## src/rtl/adaptive_binarization.sv

```systemverilog
// Per-pixel luma binarisation with fixed, register, frame-mean or hysteresis threshold.
// The frame mean comes from a restoring divider that runs between frames.
module adaptive_binarization #(
   parameter int unsigned DW         = 8,
   parameter int unsigned DEF_THRESH = 220,
   parameter int unsigned CNT_W      = 21,
   parameter int unsigned HYST       = 8
) (
   input  logic          clk,
   input  logic          rst_n,
   input  logic          ycbcr_vsync,
   input  logic          ycbcr_href,
   input  logic          ycbcr_de,
   input  logic [DW-1:0] luminance,
   input  logic [1:0]    cfg_mode,
   input  logic [DW-1:0] cfg_thresh,
   input  logic [DW:0]   cfg_offset,
   input  logic          cfg_invert,
   output logic          post_vsync,
   output logic          post_href,
   output logic          post_de,
   output logic          monoc,
   output logic [DW-1:0] cur_thresh,
   output logic          mean_valid
);

   localparam int unsigned SUM_W = DW + CNT_W;
   localparam int unsigned BC_W  = $clog2(SUM_W);
   localparam logic [DW-1:0] DEF_T = DW'(DEF_THRESH);

   typedef enum logic [1:0] {S_IDLE, S_DIV, S_DONE} state_t;

   state_t r_state, w_state_nxt;
   logic   w_div_load;

   logic             r_vs_d, r_href_d, r_de_d, r_monoc;
   logic [DW-1:0]    r_thresh, r_mean;
   logic [1:0]       r_mode;
   logic             r_inv, r_hyst, r_mean_valid;
   logic [SUM_W-1:0] r_sum, r_quo;
   logic [CNT_W-1:0] r_cnt, r_dvs, r_rem;
   logic [BC_W-1:0]  r_bit_cnt;

   logic w_frame_start, w_frame_end, w_pix, w_de_rise;
   assign w_frame_start = ycbcr_vsync & ~r_vs_d;
   assign w_frame_end   = ~ycbcr_vsync & r_vs_d;
   assign w_pix         = ycbcr_vsync & ycbcr_de;
   assign w_de_rise     = ycbcr_de & ~r_de_d;

   // Threshold to load at frame start
   logic signed [DW+1:0] w_adj;
   logic [DW-1:0]        w_t_load;
   assign w_adj = $signed({2'b00, r_mean}) + $signed({cfg_offset[DW], cfg_offset});

   always_comb begin
      w_t_load = DEF_T;
      case (cfg_mode)
         2'd1, 2'd3: w_t_load = cfg_thresh;
         2'd2: begin
            if (r_mean_valid) begin
               if (w_adj[DW+1])    w_t_load = '0;
               else if (w_adj[DW]) w_t_load = '1;
               else                w_t_load = w_adj[DW-1:0];
            end
         end
         default: w_t_load = DEF_T;
      endcase
   end

   // The frame-start cycle already uses the freshly sampled configuration
   logic [DW-1:0] w_t, w_hi, w_lo;
   logic [DW:0]   w_hi_sum;
   logic [1:0]    w_mode;
   logic          w_inv, w_prev, w_raw;
   assign w_t      = w_frame_start ? w_t_load   : r_thresh;
   assign w_mode   = w_frame_start ? cfg_mode   : r_mode;
   assign w_inv    = w_frame_start ? cfg_invert : r_inv;
   assign w_hi_sum = {1'b0, w_t} + (DW+1)'(HYST);
   assign w_hi     = w_hi_sum[DW] ? '1 : w_hi_sum[DW-1:0];
   assign w_lo     = (w_t < DW'(HYST)) ? '0 : w_t - DW'(HYST);
   assign w_prev   = w_de_rise ? 1'b0 : r_hyst;

   always_comb begin
      w_raw = (luminance > w_t);
      if (w_mode == 2'd3) begin
         if (luminance > w_hi)      w_raw = 1'b1;
         else if (luminance < w_lo) w_raw = 1'b0;
         else                       w_raw = w_prev;
      end
   end

   // Video pipeline, frame configuration and statistics
   always_ff @(posedge clk or negedge rst_n) begin
      if (!rst_n) begin
         r_vs_d   <= 1'b0;
         r_href_d <= 1'b0;
         r_de_d   <= 1'b0;
         r_monoc  <= 1'b0;
         r_thresh <= DEF_T;
         r_mode   <= 2'd0;
         r_inv    <= 1'b0;
         r_hyst   <= 1'b0;
         r_sum    <= '0;
         r_cnt    <= '0;
      end else begin
         r_vs_d   <= ycbcr_vsync;
         r_href_d <= ycbcr_href;
         r_de_d   <= ycbcr_de;
         r_monoc  <= w_pix & (w_raw ^ w_inv);
         if (w_pix) r_hyst <= w_raw;
         if (w_frame_start) begin
            r_thresh <= w_t_load;
            r_mode   <= cfg_mode;
            r_inv    <= cfg_invert;
            r_sum    <= w_pix ? SUM_W'(luminance) : '0;
            r_cnt    <= w_pix ? CNT_W'(1) : '0;
         end else if (w_pix && (r_cnt != '1)) begin
            r_sum <= r_sum + SUM_W'(luminance);
            r_cnt <= r_cnt + CNT_W'(1);
         end
      end
   end

   always_ff @(posedge clk or negedge rst_n) begin
      if (!rst_n) r_state <= S_IDLE;
      else        r_state <= w_state_nxt;
   end

   always_comb begin
      w_state_nxt = r_state;
      w_div_load  = 1'b0;
      case (r_state)
         S_IDLE: begin
            if (w_frame_end && (r_cnt != '0)) begin
               w_div_load  = 1'b1;
               w_state_nxt = S_DIV;
            end
         end
         S_DIV:   if (r_bit_cnt == '0) w_state_nxt = S_DONE;
         S_DONE:  w_state_nxt = S_IDLE;
         default: w_state_nxt = S_IDLE;
      endcase
   end

   // Restoring divider: dividend shifts out of r_quo while quotient bits shift in
   logic [CNT_W:0] w_rem_sh;
   logic           w_qbit;
   assign w_rem_sh = {r_rem, r_quo[SUM_W-1]};
   assign w_qbit   = (w_rem_sh >= {1'b0, r_dvs});

   always_ff @(posedge clk or negedge rst_n) begin
      if (!rst_n) begin
         r_quo        <= '0;
         r_dvs        <= '0;
         r_rem        <= '0;
         r_bit_cnt    <= '0;
         r_mean       <= DEF_T;
         r_mean_valid <= 1'b0;
      end else begin
         if (w_div_load) begin
            r_quo     <= r_sum;
            r_dvs     <= r_cnt;
            r_rem     <= '0;
            r_bit_cnt <= BC_W'(SUM_W - 1);
         end else if (r_state == S_DIV) begin
            r_quo     <= {r_quo[SUM_W-2:0], w_qbit};
            r_rem     <= w_qbit ? CNT_W'(w_rem_sh - {1'b0, r_dvs}) : w_rem_sh[CNT_W-1:0];
            r_bit_cnt <= r_bit_cnt - BC_W'(1);
         end
         if (r_state == S_DONE) begin
            r_mean       <= (|r_quo[SUM_W-1:DW]) ? '1 : r_quo[DW-1:0];
            r_mean_valid <= 1'b1;
         end
      end
   end

   assign post_vsync = r_vs_d;
   assign post_href  = r_href_d;
   assign post_de    = r_de_d;
   assign monoc      = r_monoc;
   assign cur_thresh = r_thresh;
   assign mean_valid = r_mean_valid;

endmodule

```

## config.mk

```make
export PLATFORM = sky130hd
export DESIGN_NAME = adaptive_binarization
export DESIGN_NICKNAME = d
export VERILOG_FILES = /design/src/rtl/adaptive_binarization.sv
export SDC_FILE = /design/constraint.sdc
export NUM_CORES = 1
export LEC_CHECK = 0
export BUFFER_PORTS_ARGS = -buffer_cell sky130_fd_sc_hd__buf_2
export CAP_MARGIN = 0
export CORE_UTILIZATION = 31
export DETAILED_ROUTE_END_ITERATION = 10
export PLACE_DENSITY = 0.54
export RECOVER_POWER = 50
export SETUP_SLACK_MARGIN = 0.4
export SYNTH_ARGS = -nofsm -noshare
export SYNTH_HDL_FRONTEND = slang
export SYNTH_SLANG_ARGS = --single-unit
```

## constraint.sdc

```tcl
create_clock -name clk -period 12.1 [get_ports clk]
set_input_delay 2.42 -clock clk [delete_from_list [all_inputs] [get_ports clk]]
set_output_delay 2.42 -clock clk [all_outputs]
set_load 0.01 [all_outputs]
```

Word-level counts from Yosys, hierarchy flattened
Index checks and enable logic that the tools add are counted.
{"block": "word_totals", "register_bits": 153, "inputBits": 33, "output_inout_bits": 13, "elab_cells": 89}
{"block": "op_classes", "add_sub_neg": 7, "n_lt_le_gt_ge": 5, "n_eq_ne": 9, "n_mux": 32, "bitwise": 9, "reduce_logical": 10}
{"operator": "2-to-1 mux 29 bit", "n": 4}
{"operator": "2-to-1 mux 21 bit", "n": 5}
{"operator": "2-to-1 mux 8 bit", "n": 8}
{"operator": "adder 29 x 8 -> 29 bit", "n": 1}
{"operator": "greater-or-equal comparator 22 x 21 -> 1 bit", "n": 1}
{"operator": "adder 21 x 1 -> 21 bit, second input constant", "n": 1}
{"operator": "!= test 21 bit, second input constant", "n": 1}
{"operator": "nonzero test 21 bit", "n": 1}
{"operator": "OR reduction 21 bit", "n": 1}
{"operator": "subtractor 21 bit", "n": 1}
{"operator": "> comparator 8 bit", "n": 2}
{"operator": "case mux 8 bit (2 select lines)", "n": 1}
{"operator": "adder 9 x 9 -> 10 bit", "n": 1}
{"operator": "2-to-1 mux 5 bit", "n": 2}
{"operator": "adder 8 x 4 -> 9 bit, second input constant", "n": 1}
{"operator": "equality test 2 bit, second input constant", "n": 4}
{"operator": "< comparator 8 x 4 -> 1 bit, second input constant", "n": 1}
{"operator": "< comparator 8 bit", "n": 1}
{"operator": "2-to-1 mux 1 bit", "n": 8}
{"operator": "subtractor 8 x 4 -> 8 bit, second input constant", "n": 1}
{"operator": "2-to-1 mux 2 bit", "n": 3}
{"operator": "AND 1 bit", "n": 5}
{"operator": "zero test 5 bit", "n": 1}
{"operator": "subtractor 5 x 1 -> 5 bit, second input constant", "n": 1}
{"operator": "other kinds (10)", "n": 16}

Depth between registers and ports, before layout
Gate-level depths: netlist of the first run.
{"block": "logic_depth", "depth_word": 14, "mapped_depth": 22, "depth_no_buf": 22}

Least setup slack after synthesis of the first run
OpenSTA, ideal clock, no wires.
{"block": "synth_path", "path_type": "input port to flip-flop", "start": "input port cfg_offset[0]", "end": "register r_monoc, in the netlist monoc", "setup_ns": 0.131, "arrival_time_ns": 6.374, "required_ns": 11.969, "slack_ns": 5.595, "stages": 21, "n_path_buf": 0, "cell_sequence": "ha_1 fa_1 a211oi_1 nor2_1 o221ai_1 o221a_4 mux2i_4 or2_2 nor2_1 and3_4 nor2_1 ha_1 nor2b_1 o21a_1 o21a_1 o21ai_0 a21oi_1 a2111oi_0 a21oi_1 o21ai_0 o31ai_1"}
{"block": "synth_between", "elab_chain_len": 14, "elab_cells_between_ends": 19, "cone_classes": "add/sub: 3; order compare: 4; mux: 10; bitwise: 2"}
{"item": "start, declared", "line": "17", "source": "input logic [DW:0] cfg_offset,"}
{"item": "adder 9 x 9 -> 10 bit (*)", "line": "53", "source": "assign w_adj = $signed({2'b00, r_mean}) + $signed({cfg_offset[DW], cfg_offset});"}
{"item": "2-to-1 mux 8 bit", "line": "62", "source": "else if (w_adj[DW]) w_t_load = '1;"}
{"item": "2-to-1 mux 8 bit (*)", "line": "61", "source": "if (w_adj[DW+1]) w_t_load = '0;"}
{"item": "2-to-1 mux 8 bit (*)", "line": "60", "source": "if (r_mean_valid) begin"}
{"item": "case mux 8 bit (2 select lines) (*)", "line": "57", "source": "case (cfg_mode)"}
{"item": "2-to-1 mux 8 bit (*)"}
{"item": "subtractor 8 x 4 -> 8 bit / < comparator 8 x 4 -> 1 bit (equally long branches)", "line": "80", "source": "assign w_lo = (w_t < DW'(HYST)) ? '0 : w_t - DW'(HYST);"}
{"item": "2-to-1 mux 8 bit", "line": "80"}
{"item": "< comparator 8 bit", "line": "87", "source": "else if (luminance < w_lo) w_raw = 1'b0;"}
{"item": "2-to-1 mux 1 bit", "line": "87"}
{"item": "2-to-1 mux 1 bit", "line": "86", "source": "if (luminance > w_hi) w_raw = 1'b1;"}
{"item": "2-to-1 mux 1 bit (*)", "line": "85", "source": "if (w_mode == 2'd3) begin"}
{"item": "XOR 1 bit (*)", "line": "109", "source": "r_monoc <= w_pix & (w_raw ^ w_inv);"}
{"item": "AND 1 bit (*)", "line": "109"}
{"item": "end signal, assigned", "line": "109"}
{"item": "end, declared", "line": "36", "source": "logic r_vs_d, r_href_d, r_de_d, r_monoc;"}
Every way passes the cells marked *; elsewhere a longest branch is shown, timed or not.
A chain may end at the register's enable or synchronous reset.

Final worst setup path of the first run
{"block": "layout_path", "start": "input port ycbcr_vsync", "end": "register r_sum[19]"}
{"block": "layout_between", "elab_chain_len": 3, "elab_cells_between_ends": 5, "cone_classes": "mux: 1; bitwise: 2; reduce/logical: 2"}
{"item": "start, declared", "line": "11", "source": "input logic ycbcr_vsync,"}
{"item": "AND 1 bit", "line": "47", "source": "assign w_pix = ycbcr_vsync & ycbcr_de;"}
{"item": "logical AND 1 bit", "line": "117", "source": "end else if (w_pix && (r_cnt != '1)) begin"}
{"item": "nonzero test 2 bit (no source line)"}
{"item": "end signal, assigned", "line": "115", "source": "r_sum <= w_pix ? SUM_W'(luminance) : '0;"}
{"item": "end signal, assigned", "line": "118", "source": "r_sum <= r_sum + SUM_W'(luminance);"}
{"item": "end, declared", "line": "40", "source": "logic [SUM_W-1:0] r_sum, r_quo;"}
Parallel ways exist; a longest one is shown, timed or not.

==> qor.yml, run 1 <==
drt:
  m1WireLength_mm: 11.90
  drt_first_pass_iters: 5
  postRouteAntennaNets: 0
  drc: 0
  maxUsedRoutingLayer: "met4"
  wl_per_cell_um: 15.99
  routed_wl_mm: 24.19
  dr_wl_met3_um: 625
  wl_met2_mm: 11.30
  via_count: 7869
  drtIter0Drc: 522
  viasPerCell: 5.201
grt:
  grt_max_degree: 81
  antenna_found_initial: 0
  grt_pass1_wl_mm: 40.39
  grt.total_usage: 0.1627
  grt_pass1_vias: 7621
  grt-ovfl-total: 0
sta:
  finalHoldViolations: 0
  fin_skew_ns: 0.01645
  worst_pin_slew_ns: 4.430
  setup_ws_ns: 4.386
  slew-limit-headroom: -1.954
  final_max_slew_viol_count: 172
  tns_ns: 0
  post-route-period-util: 0.6375
  finalCriticalPeriod_ns: 7.714
  final-setup-viol-count: 0
  max_freq_mhz: 129.6
  grt_setup_unrepaired: "false"
power_and_ir_drop:
  intPower_uw: 1452
  power_frac_comb: 0.468
  sw_frac_of_total: 0.4149
  power_per_cell_area_nw_per_um2: 230.9
  sequentialPowerShare: 0.309
  p_sw_uw: 1030
  leakagePower_uw: 0.004688
  clockPowerShare: 0.223
  irDropWorstVdd_mv: 0.1179
clocking:
  holdBufCountCts: 0
  post-cts-setup-buffers: 0
  cts_buffer_depth: 2
  clockRootBuffer: "clkbuf_16"
  cts_tree: "built"
  cts-buffers-inserted: 17
  cts_num_sinks: 153
  cts_resized: 0
  insertion_delay_ns: 0.43
  htreeDepth: 4
  cts.clk_slew.worst_paths_ns: 0.07
synthesis:
  synth_flop_cell: "dfrtp_1"
  syn-mean-instance-area_um2: 8.905
  synth_area_leader_cell: "dfrtp_1"
  yosysUniqueCellTypes: 85
  synth_warnings: 0
  postSynth.asyncResetShare: 1.000
  synthesis.nets: 1178
  ys_ff_latch: 153
  synth_seq_area_share: 0.4009
  syn_area_um2: 9582
  synth_top_area_share: 0.3735
  synth-edff-count: 0
  ys_top_cells_by_area: "dfrtp_1, ha_1, nand2_1"
  syn_inst: 1076
place:
  io_buffers: 45
  place_ws_ns: 5.040
  gp_congestion: 0.8885
  dp_hpwl_mm: 16.74
  placed_cell_area_um2: 10210
worst_setup_path:
  path_buf_inv: 2
  crit_slowest_cell: "clkbuf_1"
  worstSetupEndpointType: "flop"
  crit_path_frequent_cell: "clkbuf_1"
  path_max_fanout: 53
  crit_family: "simple AND/OR/NAND/NOR gates"
  worstReg2RegStart: "post_vsync"
  worstSetupPathType: "in2reg"
  crit_chain: "clkbuf_1, nor2b_1, clkbuf_1, o21ai_1, or4_1, or3_1, a21oi_1"
  cpPeakStageDelay_ns: 1.90
  startpoint: "ycbcr_vsync"
  cp.required_ns: 12.42
  cp_data_arrival_time_ns: 8.03
  start_kind: "primary input"
die:
  start_util: 0.3141
  num_rows: 64
  io_pins: 46
  die_h_um: 177.8
  die_x_um: 177.8
  core_area_um2: 30510
  design.die.area_um2: 31620
flow_run:
  max-cap-violations: 3
finish:
  final_nets: 1206
  drive_gt1_frac: 0.09758
  final_common_cell: "nand2_1"
  final_cell_mix: "nand2_1, dfrtp_1, nor2_1"
  design_area_um2: 10750
  syn_to_final_growth_pct: 12.21
  antenna_cells: 0
hold_path:
  worstHoldStart: "r_mode[1]"
  hold_class: "reg2reg"
outcome:
  violations: "max-capacitance violations, max-slew violations"
  status: "complete, but fails checks"
-- cell type report --
class	instances	area, um2
inverters	66	247.7
clock buffers	18	439.2
well taps	396	495.5
multi-input cells	812	5304
repair buffers	54	262.8
fillers	3122	19760
flip-flops and latches	153	3841
clock inverters	14	161.4
-- path summary, 6_finish.rpt --
check | to | slack (ns) | depth (start not counted)
worst max-delay path | r_sum[19] | 4.39 | 7
worst min-delay path | r_mode[1] | 0.47 | 2
worst max register to register | r_sum[19] | 6.35 | 6
worst min register to register | r_mode[1] | 0.47 | 2
max in group asynchronous | r_sum[5] | 5.80 | 2
min in group asynchronous | r_quo[13] | 3.58 | 1
-- cell families (layout without fill, tap and decap cells) --
kind of cell | after synthesis | count (layout) | share of synthesized area
compound gates | 283 | 283 | 0.1948
xor+xnor | 57 | 57 | 0.05210
fa+ha+maj | 69 | 69 | 0.09245
buf+inv | 111 | 152 | 0.04610
flops | 153 | 153 | 0.4009
mux | 13 | 13 | 0.01515
simple gates | 390 | 390 | 0.1985
-- layer usage --
layer / global-route usage / vias up
li1: - / 3887
met2: 0.2616 / 115
met3: 0.02763 / 27
met1: 0.2232 / 3840
met5: 0 / -
met4: 0.04701 / 0
-- worst min-delay path, cell delays in order (launching register included) --
cell,delay (ns)
dfrtp_1,0.34
nand2_1,0.05
nand2_1,0.05
-- state kept, by name, indices dropped and copies added (netlist names), 2 cells and up --
signal and cells:
cur_thresh 8, r_state 2, r_bit_cnt 5, r_quo 29, r_rem 21, r_mean 8, r_cnt 21, r_sum 29
r_mode 2, r_dvs 21
-- metrics by stage --
stage / total power (uW) / utilization / instances / hold WS (ns)
6_report: 2482 / 0.3524 / 1513 / 0.4729
5_1_grt: 2703 / 0.3524 / 1513 / 0.5055
4_1_cts: 2507 / 0.3542 / 1513 / 0.4749
3_5_place_dp: 1941 / 0.3345 / 1481 / 0.4580
3_3_place_gp: 1926 / 0.3345 / 1481 / 0.4512
2_1_floorplan: 1651 / - / 1076 / 0.4379
-- power groups by stage --
stage | logic, uW | registers (uW) | clock network, uW
global placement | 1150 | 774 | 0
global route | 1330 | 786 | 590
detailed placement | 1170 | 775 | 0
finish | 1160 | 767 | 554
floorplan | 907 | 744 | 0
CTS | 1170 | 768 | 566
-- Yosys cell counts, types with 6 or more instances --
cell,instances
nand2_1,152
and2_1,6
nand2b_1,13
a21boi_0,6
nor2b_1,13
dfrtp_1,143
a31oi_1,10
o21ai_0,78
ha_1,66
a22oi_1,28
a211oi_1,13
buf_2,8
o22a_1,9
nand3_1,25
or3_1,8
inv_1,65
nand4_1,13
a21o_1,12
o211ai_1,7
xor2_1,19
o21a_1,6
and3_1,11
nor4_1,13
dfstp_2,10
nor2_1,86
xnor2_1,38
nor3_1,18
mux2i_1,10
clkbuf_1,32
a21oi_1,60
Power figures use the tool's default switching activity.
==> run 2, diff against run 1 <==
Settings changed: ABC_AREA set to 1.
Clock period 12.1 ns to 7.15 ns, I/O delays scaled along.
==> qor.yml, run 2 <==
synthesis:
  syn_inst: 1277  # +19%
  yosysUniqueCellTypes: 52  # -39%
  netlist_top_cells_count: "nand2_1, inv_1, dfrtp_1"
  synth-edff-count: 0  # unchanged
  synth_seq_area_share: 0.3907  # -0.01020
  syn-mean-instance-area_um2: 7.699  # -14%
  synth.most_common_cell: "nand2_1"
  postSynth.asyncResetShare: 1.000  # unchanged
  synth_top_area_share: 0.3640  # -0.009505
  ys_ff_latch: 153  # unchanged
  synth_warnings: 0  # unchanged
  synth_area_leader_cell: "dfrtp_1"
  synthesis.nets: 1379  # +17%
  syn_area_um2: 9832  # +2.6%
  ys_top_cells_by_area: "dfrtp_1, nand2_1, ha_1"
  synth_flop_cell: "dfrtp_1"
clocking:
  cts_num_sinks: 153  # unchanged
  cts_tree: "built"
  insertion_delay_ns: 0.44  # about the same
  htreeDepth: 4  # unchanged
  holdBufCountCts: 0  # unchanged
  cts_resized: 0  # unchanged
  cts_buffer_depth: 2  # unchanged
  cts.clk_slew.worst_paths_ns: 0.07  # about the same
  clockRootBuffer: "clkbuf_16"
  cts-buffers-inserted: 17  # unchanged
  post-cts-setup-buffers: 0  # unchanged
die:
  die_h_um: 180.1  # +1.3%
  io_pins: 46  # unchanged
  start_util: 0.3181  # +0.004028
  design.die.area_um2: 32430  # +2.6%
  core_area_um2: 30910  # +1.3%
  die_x_um: 180.1  # +1.3%
  num_rows: 64  # unchanged
worst_setup_path:
  worstSetupPathType: "in2reg"
  cp_data_arrival_time_ns: 5.13  # -2.90 ns
  critPathCapture: "monoc"
  cp.required_ns: 7.48  # -4.94 ns
  path_max_fanout: 6  # -89%
  crit_slowest_cell: "fa_1"
  startpoint: "cfg_offset[0]"
  crit_family: "simple AND/OR/NAND/NOR gates"
  crit_path_frequent_cell: "nand2_1"
  ff2ff_setup_slack_ns: 3.01  # -3.34 ns
  worstSetupEndpointType: "flop"
  cpPeakStageDelay_ns: 0.43  # -1.47 ns
  worstReg2RegStart: "r_mean[0]"
  path_depth: 30  # +23
  path_buf_inv: 4  # +2
  start_kind: "primary input"
  reg2reg_depth: 29  # +23
  worst_r2r_endpoint: "monoc"
sta:
  tns_ns: 0  # unchanged
  finalHoldViolations: 0  # unchanged
  grt_setup_unrepaired: "false"
  worst_pin_slew_ns: 2.913  # -1.518 ns
  setup_ws_ns: 2.347  # -2.039 ns
  final-setup-viol-count: 0  # unchanged
  fin_skew_ns: 0.01311  # -0.003339 ns
  finalCriticalPeriod_ns: 4.803
  post-route-period-util: 0.6717
  final_max_slew_viol_count: 72  # -58%
  max_freq_mhz: 208.2
  slew-limit-headroom: -0.9420  # +1.012
  hold_ws_ns: 0.4803  # +0.007383 ns
drt:
  via_count: 8551  # +8.7%
  viasPerCell: 4.960  # -4.6%
  drtIter0Drc: 444  # -15%
  postRouteAntennaNets: 0  # unchanged
  wl_per_cell_um: 14.94  # -6.6%
  drc: 0  # unchanged
  drt_first_pass_iters: 5  # unchanged
  routed_wl_mm: 25.75  # +6.5%
flow_run:
  max-cap-violations: 1  # -2
power_and_ir_drop:
  power_per_cell_area_nw_per_um2: 341.2  # +48%
  irDropWorstVdd_mv: 0.1887  # +60%
  p_total_uw: 3764  # +52%
  leakagePower_uw: 0.004992  # +6.5%
grt:
  antenna_found_initial: 0  # unchanged
  grt_max_degree: 94  # +16%
  grt_pass1_vias: 8264  # +8.4%
  grt.total_usage: 0.1626  # -0.0001875
  grt_pass1_wl_mm: 42.78  # +5.9%
  grt-ovfl-total: 0  # unchanged
outcome:
  violations: "max-capacitance violations, max-slew violations"
  status: "complete, but fails checks"
finish:
  final_cell_mix: "nand2_1, inv_1, dfrtp_1"
  antenna_cells: 0  # unchanged
  final_common_cell: "nand2_1"
  drive_gt1_frac: 0.09262  # -0.004962
  biggestRegsByFlops: "r_quo (29), r_sum (29)"
  fill_cells: 3287  # +5.3%
  final_nets: 1417  # +17%
  syn_to_final_growth_pct: 12.18  # about the same
  final_cells: 1724  # +14%
hold_path:
  hold_depth: 2  # unchanged
  hold_class: "reg2reg"
place:
  gp_congestion: 0.8367  # -5.8%
  placedCellCount: 1692  # +14%
  io_buffers: 45  # unchanged
  dp_hpwl_mm: 18.44  # +10%
  place_ws_ns: 1.966  # -3.075 ns
[run 2: changes by cell type after synthesis, moves of 15 or more]
cell      delta
o211ai_1    +15
nor3_1      +16
a21oi_1     +20
xnor2_1     -25
a22oi_1     -25
nand2_1    +146
inv_1       +95
o21ai_0     +28
[run 2: report_power, final]
group / internal (uW) / switching, uW
Clock: 498 / 411
Combinational: 623 / 1020
Sequential: 1070 / 140
Total: 2190 / 1570
[run 2: area by class of cell]
type | instances | area [um2] | area share
inverters | 167 | 626.9 | 0.05684
flip-flops and latches | 153 | 3841 | 0.3483
well taps | 396 | 495.5 | 0.04492
multi-input cells | 925 | 5240 | 0.4751
clock buffers | 19 | 442.9 | 0.04016
repair buffers | 51 | 252.7 | 0.02292
clock inverters | 13 | 130.1 | 0.01180
[run 2: worst register-to-register path: cells and delay by family (launching register included)]
kind | cells | cell delay (ns)
buf+inv | 3 | 0.22
fa+ha+maj | 3 | 0.95
flops | 1 | 0.42
simple gates | 18 | 1.66
compound gates | 5 | 0.79
[run 2: worst min-delay path by stage]
| stage | end | start |
|---|---|---|
| 2_1_floorplan | r_mode[0] | r_mode[0] |
| 3_3_place_gp | r_mode[0] | r_mode[0] |
| 3_5_place_dp | r_sum[28] | r_sum[28] |
| 4_1_cts | r_sum[28] | r_sum[28] |
| 5_1_grt | r_dvs[9] | r_dvs[9] |
| 6_report | r_mode[0] | r_mode[0] |
[run 2: layer usage]
layer	vias to the layer above	share of wire	GRT usage
met5	-	0	0
met1	4084	0.50	0.2252
met2	86	0.46	0.2652
met3	13	0.025	0.02930
met4	0	0.0084	0.03214
li1	4368	-	-
[run 2: kinds of logic after synthesis]
logic type      Yosys count  share of synthesized area
fa+ha+maj                69                    0.09010
simple gates            543                     0.2428
buf+inv                 199                    0.07686
flops                   153                     0.3907
xor+xnor                 36                    0.03207
compound gates          277                     0.1675
[run 2: stage by stage]
| step | cell area [um2] | utilization |
|---|---|---|
| after floorplan | 9832 | - |
| after global placement | 10480 | 0.3391 |
| after detailed placement | 10480 | 0.3391 |
| after CTS | 11060 | 0.3577 |
| after global routing | 11030 | 0.3568 |
| final | 11030 | 0.3568 |
